==> config.mk <==
export PLATFORM = sky130hd
export DESIGN_NAME = l1_ahb_input_stage
export DESIGN_NICKNAME = d
export VERILOG_FILES = /design/src/rtl/l1_ahb_pkg.sv /design/src/rtl/l1_ahb_addr_hold.sv /design/src/rtl/l1_ahb_input_stage.sv
export SDC_FILE = /design/constraint.sdc
export NUM_CORES = 1
export LEC_CHECK = 0
export CAP_MARGIN = 20
export CORE_AREA = 2 2 72 74
export CTS_CLUSTER_DIAMETER = 120
export DETAILED_ROUTE_END_ITERATION = 16
export DIE_AREA = 0 0 74 76
export DONT_BUFFER_PORTS = 1
export PLACE_DENSITY = 0.7
export SYNTH_ARGS = -nofsm -noshare
export SYNTH_HDL_FRONTEND = slang
export SYNTH_HIERARCHICAL = 1
export SYNTH_SLANG_ARGS = --single-unit
==> constraint.sdc <==
create_clock -name HCLK -period 3.5 [get_ports HCLK]
set_input_delay 0.7 -clock HCLK [delete_from_list [all_inputs] [get_ports HCLK]]
set_output_delay 0.7 -clock HCLK [all_outputs]
set_load 0.005 [all_outputs]
==> src/rtl/l1_ahb_pkg.sv <==
// Shared AHB definitions for the L1 AHB matrix.
// Holds the HTRANS/HBURST/HRESP encodings, the address-phase control bundle
// and a small helper that classifies a transfer type as active.
// The address is carried beside ahb_ctrl_t rather than inside it because its
// width is a per-instance parameter.
package l1_ahb_pkg;

  localparam logic [1:0] HTRANS_IDLE   = 2'b00;
  localparam logic [1:0] HTRANS_BUSY   = 2'b01;
  localparam logic [1:0] HTRANS_NONSEQ = 2'b10;
  localparam logic [1:0] HTRANS_SEQ    = 2'b11;

  localparam logic [2:0] HBURST_SINGLE = 3'b000;
  localparam logic [2:0] HBURST_INCR   = 3'b001;
  localparam logic [2:0] HBURST_WRAP4  = 3'b010;
  localparam logic [2:0] HBURST_INCR4  = 3'b011;
  localparam logic [2:0] HBURST_WRAP8  = 3'b100;
  localparam logic [2:0] HBURST_INCR8  = 3'b101;
  localparam logic [2:0] HBURST_WRAP16 = 3'b110;
  localparam logic [2:0] HBURST_INCR16 = 3'b111;

  localparam logic [1:0] HRESP_OKAY  = 2'b00;
  localparam logic [1:0] HRESP_ERROR = 2'b01;

  // Address-phase control bundle (address travels alongside).
  typedef struct packed {
    logic [1:0] trans;
    logic       write;
    logic [2:0] size;
    logic [2:0] burst;
    logic [3:0] prot;
    logic       lock;
  } ahb_ctrl_t;

  // NONSEQ and SEQ carry a real transfer; IDLE and BUSY do not.
  function automatic logic trans_active(input logic [1:0] trans);
    return trans[1];
  endfunction

endpackage

==> src/rtl/l1_ahb_addr_hold.sv <==
// Address-phase hold buffer for one L1 AHB input stage.
// Captures the master's address phase when it cannot be accepted at once and
// presents either the buffered or the live address phase to the output stages.
// Ports:
//   HCLK, HRESET          clock, asynchronous active-high reset
//   capture               load the live address phase into the buffer
//   release_buf           buffered transfer accepted, free the buffer
//   live_sel/addr/ctrl    address phase as driven by the master
//   buf_valid             buffer holds a transfer awaiting acceptance
//   sel_m/addr_m/ctrl_m   address phase presented to the output stages
module l1_ahb_addr_hold
  import l1_ahb_pkg::*;
#(
  parameter int unsigned ADDR_WIDTH = 32
) (
  input  logic                  HCLK,
  input  logic                  HRESET,
  input  logic                  capture,
  input  logic                  release_buf,
  input  logic                  live_sel,
  input  logic [ADDR_WIDTH-1:0] live_addr,
  input  ahb_ctrl_t             live_ctrl,
  output logic                  buf_valid,
  output logic                  sel_m,
  output logic [ADDR_WIDTH-1:0] addr_m,
  output ahb_ctrl_t             ctrl_m
);

  logic [ADDR_WIDTH-1:0] buf_addr;
  ahb_ctrl_t             buf_ctrl;  // buf_ctrl.lock is the lock captured with the transfer

  // capture requires an empty buffer and release a full one, so they never collide.
  always_ff @(posedge HCLK or posedge HRESET) begin
    if (HRESET) begin
      buf_valid <= 1'b0;
      buf_addr  <= '0;
      buf_ctrl  <= '0;
    end else if (capture) begin
      buf_valid <= 1'b1;
      buf_addr  <= live_addr;
      buf_ctrl  <= live_ctrl;
    end else if (release_buf) begin
      buf_valid <= 1'b0;
    end
  end

  always_comb begin
    sel_m  = live_sel;
    addr_m = live_addr;
    ctrl_m = live_ctrl;
    if (buf_valid) begin
      sel_m  = 1'b1;
      addr_m = buf_addr;
      ctrl_m = buf_ctrl;
    end else if (!live_sel) begin
      // An unselected port must never look like a transfer to the output stages.
      ctrl_m.trans = HTRANS_IDLE;
    end
  end

endmodule

==> src/rtl/l1_ahb_input_stage.sv <==
// Per-master input stage of the L1 AHB matrix.
// Presents the master's address phase as a request, parks it in a hold buffer
// (stalling the master) when the target output stage has not granted this
// port, replays it on grant, and routes the slave ready/response back during
// the data phase owned by this port.
// Ports:
//   HCLK, HRESET                  clock, asynchronous active-high reset
//   HSELS..HMASTLOCKS, HREADYS    master-side address phase and bus HREADY
//   HREADYOUTS, HRESPS            ready/response returned to the master
//   req                           address phase pending for an output stage
//   HSELM..HMASTLOCKM             address phase presented to the output stages
//   gnt, HREADYM, HRESPM          grant and data-phase signals from the output side
module l1_ahb_input_stage
  import l1_ahb_pkg::*;
#(
  parameter int unsigned ADDR_WIDTH = 32,
  parameter int unsigned LOCK_HOLD  = 1
) (
  input  logic                  HCLK,
  input  logic                  HRESET,
  input  logic                  HSELS,
  input  logic [ADDR_WIDTH-1:0] HADDRS,
  input  logic [1:0]            HTRANSS,
  input  logic                  HWRITES,
  input  logic [2:0]            HSIZES,
  input  logic [2:0]            HBURSTS,
  input  logic [3:0]            HPROTS,
  input  logic                  HMASTLOCKS,
  input  logic                  HREADYS,
  output logic                  HREADYOUTS,
  output logic [1:0]            HRESPS,
  output logic                  req,
  output logic                  HSELM,
  output logic [ADDR_WIDTH-1:0] HADDRM,
  output logic [1:0]            HTRANSM,
  output logic                  HWRITEM,
  output logic [2:0]            HSIZEM,
  output logic [2:0]            HBURSTM,
  output logic [3:0]            HPROTM,
  output logic                  HMASTLOCKM,
  input  logic                  gnt,
  input  logic                  HREADYM,
  input  logic [1:0]            HRESPM
);

  logic      live_trans;
  logic      lock_idle;
  logic      accept;
  logic      capture;
  logic      release_buf;
  logic      buf_valid;
  logic      data_phase;
  ahb_ctrl_t live_ctrl;
  ahb_ctrl_t ctrl_m;

  assign live_ctrl = '{trans: HTRANSS, write: HWRITES, size: HSIZES, burst: HBURSTS,
                       prot: HPROTS, lock: HMASTLOCKS};

  assign live_trans = HSELS & HREADYS & trans_active(HTRANSS);
  // Keep the output stage parked on this port between transfers of a locked sequence.
  assign lock_idle  = (LOCK_HOLD != 0) & HSELS & HMASTLOCKS & (HTRANSS == HTRANS_IDLE);

  assign req         = buf_valid | live_trans | lock_idle;
  assign accept      = req & gnt & HREADYM;
  assign capture     = live_trans & ~buf_valid & ~accept;
  assign release_buf = buf_valid & accept;

  l1_ahb_addr_hold #(
    .ADDR_WIDTH (ADDR_WIDTH)
  ) u_addr_hold (
    .HCLK        (HCLK),
    .HRESET      (HRESET),
    .capture     (capture),
    .release_buf (release_buf),
    .live_sel    (HSELS),
    .live_addr   (HADDRS),
    .live_ctrl   (live_ctrl),
    .buf_valid   (buf_valid),
    .sel_m       (HSELM),
    .addr_m      (HADDRM),
    .ctrl_m      (ctrl_m)
  );

  assign HTRANSM    = ctrl_m.trans;
  assign HWRITEM    = ctrl_m.write;
  assign HSIZEM     = ctrl_m.size;
  assign HBURSTM    = ctrl_m.burst;
  assign HPROTM     = ctrl_m.prot;
  assign HMASTLOCKM = ctrl_m.lock;

  // The data phase advances only when the selected slave completes the current one.
  always_ff @(posedge HCLK or posedge HRESET) begin
    if (HRESET) begin
      data_phase <= 1'b0;
    end else if (HREADYM) begin
      data_phase <= accept;
    end
  end

  always_comb begin
    HREADYOUTS = 1'b1;
    HRESPS     = HRESP_OKAY;
    if (buf_valid) begin
      HREADYOUTS = 1'b0;
    end else if (data_phase) begin
      HREADYOUTS = HREADYM;
    end
    if (data_phase) begin
      HRESPS = HRESPM;
    end
  end

endmodule

After elaboration in Yosys (flattened, before gate mapping)
Index checks and enable logic that the tools add are counted.

cells by class
  mux-type cells = 10
  bitwise gates (word level) = 13
  reductions and logical operators = 2

operators with widths
  cell                count
  32-bit 2-to-1 mux   1
  12-bit 2-to-1 mux   1
  1-bit bitwise AND   9
  2-bit 2-to-1 mux    3
  1-bit 2-to-1 mux    5
  2-bit logical NOT   1
  1-bit inverter      2
  1-bit bitwise OR    2
  2-bit nonzero test  1

word-level totals
  flip-flop bits (word level) = 48
  bits of input ports = 54
  output and inout port bits = 51
  word-level logic and storage cells = 34

Depth between registers and ports, before layout
Gate-level depths: netlist (run 1).

  word-level depth = 9
  gate-level depth with buffers = 5
  mapped depth without buffers = 3

Hierarchy
Netlist (run 1), hierarchy kept.

by module, submodules not included
  module              instances  cells an instance  area each (sq um)  seq. area each (sq um)
  l1_ahb_addr_hold    1          154                2352.3             1176.1
  l1_ahb_input_stage  1          16                 113.9              25.0

Least setup slack after synthesis (run 1)
No wires, ideal clock.

  kind = input -> output
  from = in HMASTLOCKS
  to = out req
  arrival = 1.056 ns
  required time = 2.800 ns
  slack = 1.744 ns
  stages = 3
  path buffers = 0
  path through = nor3b_2 > a21oi_1 > o21bai_1

on the way
  cells in the longest elaborated chain, start to end = 3

RTL lines
  what                            RTL line                  text
  start: declaration              l1_ahb_input_stage.sv:28  input logic HMASTLOCKS,
  1-bit bitwise AND (2 in a row)  l1_ahb_input_stage.sv:61  assign lock_idle = (LOCK_HOLD != 0) & HSELS & HMASTLOCKS & (HTRANSS == HTRANS_IDLE);
  1-bit bitwise OR                l1_ahb_input_stage.sv:63  assign req = buf_valid | live_trans | lock_idle;
  end: declaration                l1_ahb_input_stage.sv:32  output logic req,

Every way passes these cells.

Worst setup path after layout (run 1)
  from = reg u_addr_hold.buf_valid
  to = out HADDRM[19]

on the way
  cells in the longest elaborated chain, start to end = 1

RTL lines
  what                      RTL line                  text
  start: declaration        l1_ahb_addr_hold.sv:23    output logic buf_valid,
  start signal: assignment  l1_ahb_addr_hold.sv:35    buf_valid <= 1'b0;
  start signal: assignment  l1_ahb_addr_hold.sv:39    buf_valid <= 1'b1;
  start signal: assignment  l1_ahb_addr_hold.sv:43    buf_valid <= 1'b0;
  32-bit 2-to-1 mux         l1_ahb_addr_hold.sv:51    if (buf_valid) begin
  end: declaration          l1_ahb_input_stage.sv:34  output logic [ADDR_WIDTH-1:0] HADDRM,

Every way passes these cells.

==> summary.md, run 1 <==
| Metric | Value |
|---|---|
| Io pins | between 100 and 150 |
| Gr usage total | 15.5% |
| H-tree depth | 2 |
| CTS tree | done |
| Via count | 1330 |
| Crit path kind | reg2out |
| Die ar. | between 5000 and 6000 um2 |
| Post-CTS Hold Buffers | 0 |
| Share of cells above drive strength 1 | 60.0% |
| CP endpoint kind | primary output |
| Avg Synthesized Cell Area | 14.5 um2 |
| Max cap viols | 0 |
| Placement Rows | 26 |
| Worst EP arrival | roughly 1.6 ns |
| Final WL | 4330 um |
| Busiest layer in global routing | met2 |
| Final Cell Area | roughly 2600 um2 |
| Reg clk slew, reported paths | 0.08 ns |
| RSZ-0062 raised after global routing | no |
| Met2 GRT Util | 26.3% |
| PortBufs | 0 |
| Mapped cell area | 2470 um2 |
| Die X | 74 um |
| Flops & latches, synth | 48 |
| Nets@finish | ~220 |
| Post-synthesis cell count | 170 |
| Met3 Use GR | under 10% |
| Register area share after synthesis | approximately half |
| # setup viols final | 0 |
| Final min period | roughly 2.3 ns |
| Post-DP Area | around 2500 um2 |
| Total iterations of the first detailed-routing run | 2 |
| Starting density of the core | about half |
| Most frequent cells in the layout | 84 x mux2_2, 47 x dfrtp_1, 6 x clkbuf_8, 6 x mux2_4, 3 x inv_1 |
| Final RePlAce weighted congestion | roughly 0.7 |
| Final Util | about 52% |
| Postcts setup bufs | 0 |
| Highest clock rate | 0.429 GHz |
| Synth warnings | 6 |
| Max Buffers Root-to-Sink | 2 |
| Avg WL per Cell | around 18 um |
| Pins Over Slew Limit | 0 |
| Final hold violations | 0 |
| Root Buffer | clkbuf_8 |
| Rel. slew slack | 37.2% |
| PwrDens | roughly 830 nW/um2 |
| Die Y | 76 um |
| Post-CTS resize count | 0 |
| Vias in the first global route | 1400 |
| Outcome | finished, final reports clean |
| Leak | 1.06 nW |
| Most common cell after layout, fill and taps aside | mux2_2 |
| Vias per std cell | 5.54 |
| Synth cell types | 20 |
| Worst hold path class | in2async |
| Worst Skew | between 0.004 and 0.005 ns |
| Total clock buffers created by CTS | 5 |
| Hpwl dp | around 3100 um |
| Core area | a little under 5000 um2 |
| Slew @ Worst Pin | around 0.94 ns |
| Grt ovf | 0 |
| Period utilisation layout | roughly two thirds |
| Global-route wire length before repair | 6710 um |
| Clock Latency Late Sink | approximately 0.29 ns |
| CP max FO | between 50 and 60 |
| Peak supply drop | 0.338 mV |
| Setup TNS | 0 ns |
| Syn Nets | roughly 220 |
| Number of diodes | 0 |
| # clock sinks | 48 |
| # DRC | 0 |
| Initial antenna violation count | 0 |
| Crit start category | flop |
| Starting DRC count in detailed routing | 57 |
| Total power | about 2.1 mW |
| GR Layer Usage met1 | approximately 18% |
| Pin count of the biggest net entering global routing | 53 |
| Worst EP required | approximately 2.8 ns |
| Routed Antenna Nets | 0 |
| Area Growth Syn to Fin | 4.46% |
-- power breakdown --
part	internal (mW)	leakage [nW]	switching [mW]	total (mW)
Sequential	0.832	0.573	0.137	0.969
Combinational	0.509	0.446	0.341	0.850
Clock	0.161	0.0455	0.168	0.329
Total	1.50	1.06	0.646	2.15
-- layout make-up --
class / count / area, um2
tap: 70 / 87.6
clock buffer: 8 / 90.1
inverter: 4 / 15.0
sequential: 48 / 1200
timing repair buffer: 2 / 15.0
fill: 418 / 2340
multi-input combinational: 108 / 1170
-- cells by family (layout without fill, tap and decap cells) --
group                  Yosys count  after routing  synth area share, %
multiplexers                    90             90                 42.0
buffers and inverters           14             14                 4.46
AO/OA/AOI/OAI                    7              7                 1.93
flip-flops                      48             48                 48.7
AND/OR/NAND/NOR                 11             11                 2.89
-- registers in the layout, indices dropped and copies added, names as in the netlist --
register               flops
u_addr_hold/buf_addr      32
u_addr_hold/buf_ctrl      14
u_addr_hold/buf_valid      1
data_phase                 1
-- final timing paths --
kind | slack [ns] | from | cells after the start | endpoint
setup / recovery | 1.17 | u_addr_hold/buf_valid | 2 | HADDRM[19]
hold reg to reg | 0.51 | u_addr_hold/buf_addr[29] | 1 | u_addr_hold/buf_addr[29]
min in group HCLK | 0.51 | u_addr_hold/buf_addr[29] | 1 | u_addr_hold/buf_addr[29]
hold / removal | 0.12 | HRESET | 1 | data_phase
setup reg to reg | 1.39 | u_addr_hold/buf_valid | 4 | u_addr_hold/buf_ctrl[2]
max in group asynchronous | 2.36 | HRESET | 1 | u_addr_hold/buf_valid
-- synth_stat cells --
cell | number | area (um2)
mux2_2 | 84 | 946
dfrtp_1 | 48 | 1200
o21ai_1 | 1 | 5.00
a22o_1 | 2 | 17.5
nor2_1 | 2 | 7.51
and3_1 | 1 | 6.26
buf_2 | 1 | 5.00
nor2b_1 | 2 | 12.5
and2_1 | 2 | 12.5
nor3b_2 | 1 | 12.5
nand4b_1 | 1 | 8.76
buf_6 | 6 | 67.6
inv_1 | 4 | 15.0
mux2_4 | 6 | 90.1
a21o_1 | 1 | 7.51
nand3_1 | 1 | 5.00
a21oi_1 | 2 | 10.0
buf_4 | 3 | 22.5
o21bai_1 | 1 | 7.51
or2_1 | 1 | 6.26
-- metal layers --
metal  vias up  share of wire, %
li1        608                 -
met1       649                40
met2        69                50
met3         4               8.8
met4         0               1.0
met5         -                 0
-- critical path, stage by stage (launching register included) --
cell	delay, ns
dfrtp_2	0.36
buf_4	0.52
mux2_2	0.43
-- metrics by stage --
stage | hold WS [ns] | instances | setup slack [ns]
floorplan | 0.429 | 170 | 1.68
global placement | 0.434 | 232 | 1.25
detailed placement | 0.436 | 232 | 1.16
CTS | 0.114 | 240 | 1.16
global route | 0.105 | 240 | 1.08
finish | 0.124 | 240 | 1.17
Note: power is estimated with default switching activity, not from simulation.
==> run 2: changes to the inputs <==
- clock period: 3.5 -> 2.3 ns (I/O delays scaled with it)
==> run 2 against run 1 <==
  * Count of clock-buffer cells in the layout unchanged
  * Final area is 1.7% higher
  * Final cell count up 1.7%
  * Clock skew up 0.0017 ns
  * Global-route usage rose by 0.42 points
  * Sequential power rose by 56%
  * Combinational power rose by 49%
  * Power grew 52%
  * Critical path type unchanged
  * Highest routed layer unchanged
==> summary.md, run 2 (synthesis results as in run 1) <==
| Metric | Value |
|---|---|
| Die X | 74 um (unchanged) |
| Post-DP Area | 2500 um2 (+0.60%) |
| Share of cells above drive strength 1 | 60.3% (+0.34 points) |
| Worst hold slack | 0.0508 ns (-0.0733 ns) |
| Outcome | finished, final reports clean |
| Setup WS pre-CTS | 0.488 ns (-0.675 ns) |
| # clock sinks | 48 (unchanged) |
| Nets@finish | 227 (+1.8%) |
| PortBufs | 0 (unchanged) |
| Met2 GRT Util | 26.1% (-0.18 points) |
| Post-CTS resize count | 0 (unchanged) |
| Final WS setup | 0.222 ns (-0.949 ns) |
| Final RePlAce weighted congestion | 0.700 (+1.2%) |
| GR Layer Usage met1 | 18.6% (+0.20 points) |
| Final Util | 53.4% (+0.92 points) |
| Most frequent cells in the layout | 84 x mux2_2, 47 x dfrtp_1, 6 x clkbuf_8, 6 x mux2_4, 4 x buf_4 |
| Non-Filler Instances | 244 (+1.7%) |
| Area Growth Syn to Fin | 6.29% |
| Number of diodes | 0 (unchanged) |
| Crit start category | flop |
| Starting density of the core | 50.2% (unchanged) |
| Rel. slew slack | 70.0% (+33 points) |
| CP max FO | 23 (-56%) |
| RSZ-0062 raised after global routing | no |
| Largest register FFs | 32 (unchanged) |
| Crit path kind | reg2out |
| Die ar. | 5620 um2 (unchanged) |
| Largest delay share family, worst path | flip-flops |
| Peak supply drop | 0.571 mV (+69%) |
| Met3 Use GR | 5.42% (+0.53 points) |
| Total iterations of the first detailed-routing run | 4 (+2) |
| Slowest-stage cell, CP | dfrtp_2 |
| Period utilisation layout | 90.3% |
| Starting DRC count in detailed routing | 34 (-40%) |
| CP Cell Sequence | buf_4 -> mux2_2 |
| Vias in the first global route | 1489 (+6.4%) |
| Worst Skew | 0.00596 ns (+0.00169 ns) |
| # setup viols final | 0 (unchanged) |
| Biggest register | u_addr_hold/buf_addr |
| CP endpoint kind | primary output |
| H-tree depth | 2 (unchanged) |
| Slew @ Worst Pin | 0.450 ns (-0.490 ns) |
| Fillers | 410 (-1.9%) |
| Max cap viols | 0 (unchanged) |
| Final min period | slightly above 2 ns |
| Total power | 3.27 mW (+52%) |
| Pins Over Slew Limit | 0 (unchanged) |
| Grt ovf | 0 (unchanged) |
| Reg clk slew, reported paths | 0.08 ns (about the same) |
| Via count | 1356 (+2.0%) |
| Placement Rows | 26 (unchanged) |
| Highest clock rate | 0.481 GHz |
| Largest regs | u_addr_hold/buf_addr x32, u_addr_hold/buf_ctrl x14 |
| Global-route wire length before repair | 6940 um (+3.4%) |
| Routed Antenna Nets | 0 (unchanged) |
| CTS tree | done |
| Worst EP arrival | 1.62 ns (about the same) |
| Die Y | 76 um (unchanged) |
| Worst hold path class | in2async |
| Most common cell after layout, fill and taps aside | mux2_2 |
| # DRC | 0 (unchanged) |
| Busiest layer in global routing | met2 |
| Pin count of the biggest net entering global routing | 48 (-9.4%) |
| Core area | 4910 um2 (unchanged) |
| Final WL | 4380 um (+1.1%) |
| Critical R2R Launch | u_addr_hold/buf_valid |
| Gr usage total | 15.9% (+0.42 points) |
| Hpwl dp | 3190 um (+2.9%) |
| Root Buffer | clkbuf_8 |
| Leak | 1.09 nW (+2.2%) |
| Clock Latency Late Sink | 0.29 ns (about the same) |
| Final hold violations | 0 (unchanged) |
| Worst setup startpoint | u_addr_hold/buf_valid |
| CP bufs+invs | 1 (unchanged) |
| Avg WL per Cell | 18.0 um (-0.55%) |
| PwrDens | 1250 nW/um2 (+50%) |
| Max stage delay on crit path | 0.57 ns (+0.05 ns) |
| Initial antenna violation count | 0 (unchanged) |
| Setup TNS | 0 ns (unchanged) |
| Final Cell Area | 2620 um2 (+1.7%) |
| Total clock buffers created by CTS | 5 (unchanged) |
| Vias per std cell | 5.56 (+0.28%) |
| Worst EP required | 1.84 ns (-0.96 ns) |
| Io pins | 105 (unchanged) |
| Dpl cells | 234 (+0.86%) |
| Max Buffers Root-to-Sink | 2 (unchanged) |
## run 2: cell types whose count changed in the layout (fill, tap and decap cells not counted), sizes merged
cell         delta
buf             +3
dlygate4sd3     +1
## run 2: report_power, final
group | switching (mW) | internal [mW] | leakage (nW) | total, mW
clock network | 0.251 | 0.245 | 0.0455 | 0.496
logic | 0.478 | 0.788 | 0.470 | 1.27
registers | 0.245 | 1.27 | 0.573 | 1.51
## run 2: timing repair
item / 4_1_cts / 5_1_grt
setup buffers: 0 / 0
hold endpoints to repair: 1 / 0
hold buffers: 1 / 0
## run 2: final timing paths
path / endpoint / slack (ns) / depth (start not counted)
worst max-delay path: HADDRM[31] / 0.22 / 2
worst min-delay path: u_addr_hold/buf_addr[21] / 0.05 / 1
worst max register to register: u_addr_hold/buf_addr[6] / 0.49 / 4
worst min register to register: u_addr_hold/buf_addr[31] / 0.51 / 1
max in group asynchronous: data_phase / 1.75 / 2
min in group HCLK: data_phase / 0.30 / 2
## run 2: metal layers
| metal | part of all wire (%) | up-vias | wire [um] |
|---|---|---|---|
| met4 | 2.4 | 0 | 103 |
| met5 | 0 | - | 0 |
| met1 | 39 | 658 | 1690 |
| met3 | 10 | 10 | 443 |
| met2 | 49 | 74 | 2140 |
| li1 | - | 614 | - |
## run 2: layout make-up
type / count / area, um2 / share of cell area (%)
clock buffer: 8 / 90.1 / 3.44
sequential: 48 / 1200 / 45.9
multi-input combinational: 108 / 1170 / 44.5
tap: 70 / 87.6 / 3.34
inverter: 4 / 15.0 / 0.573
timing repair buffer: 6 / 60.1 / 2.29
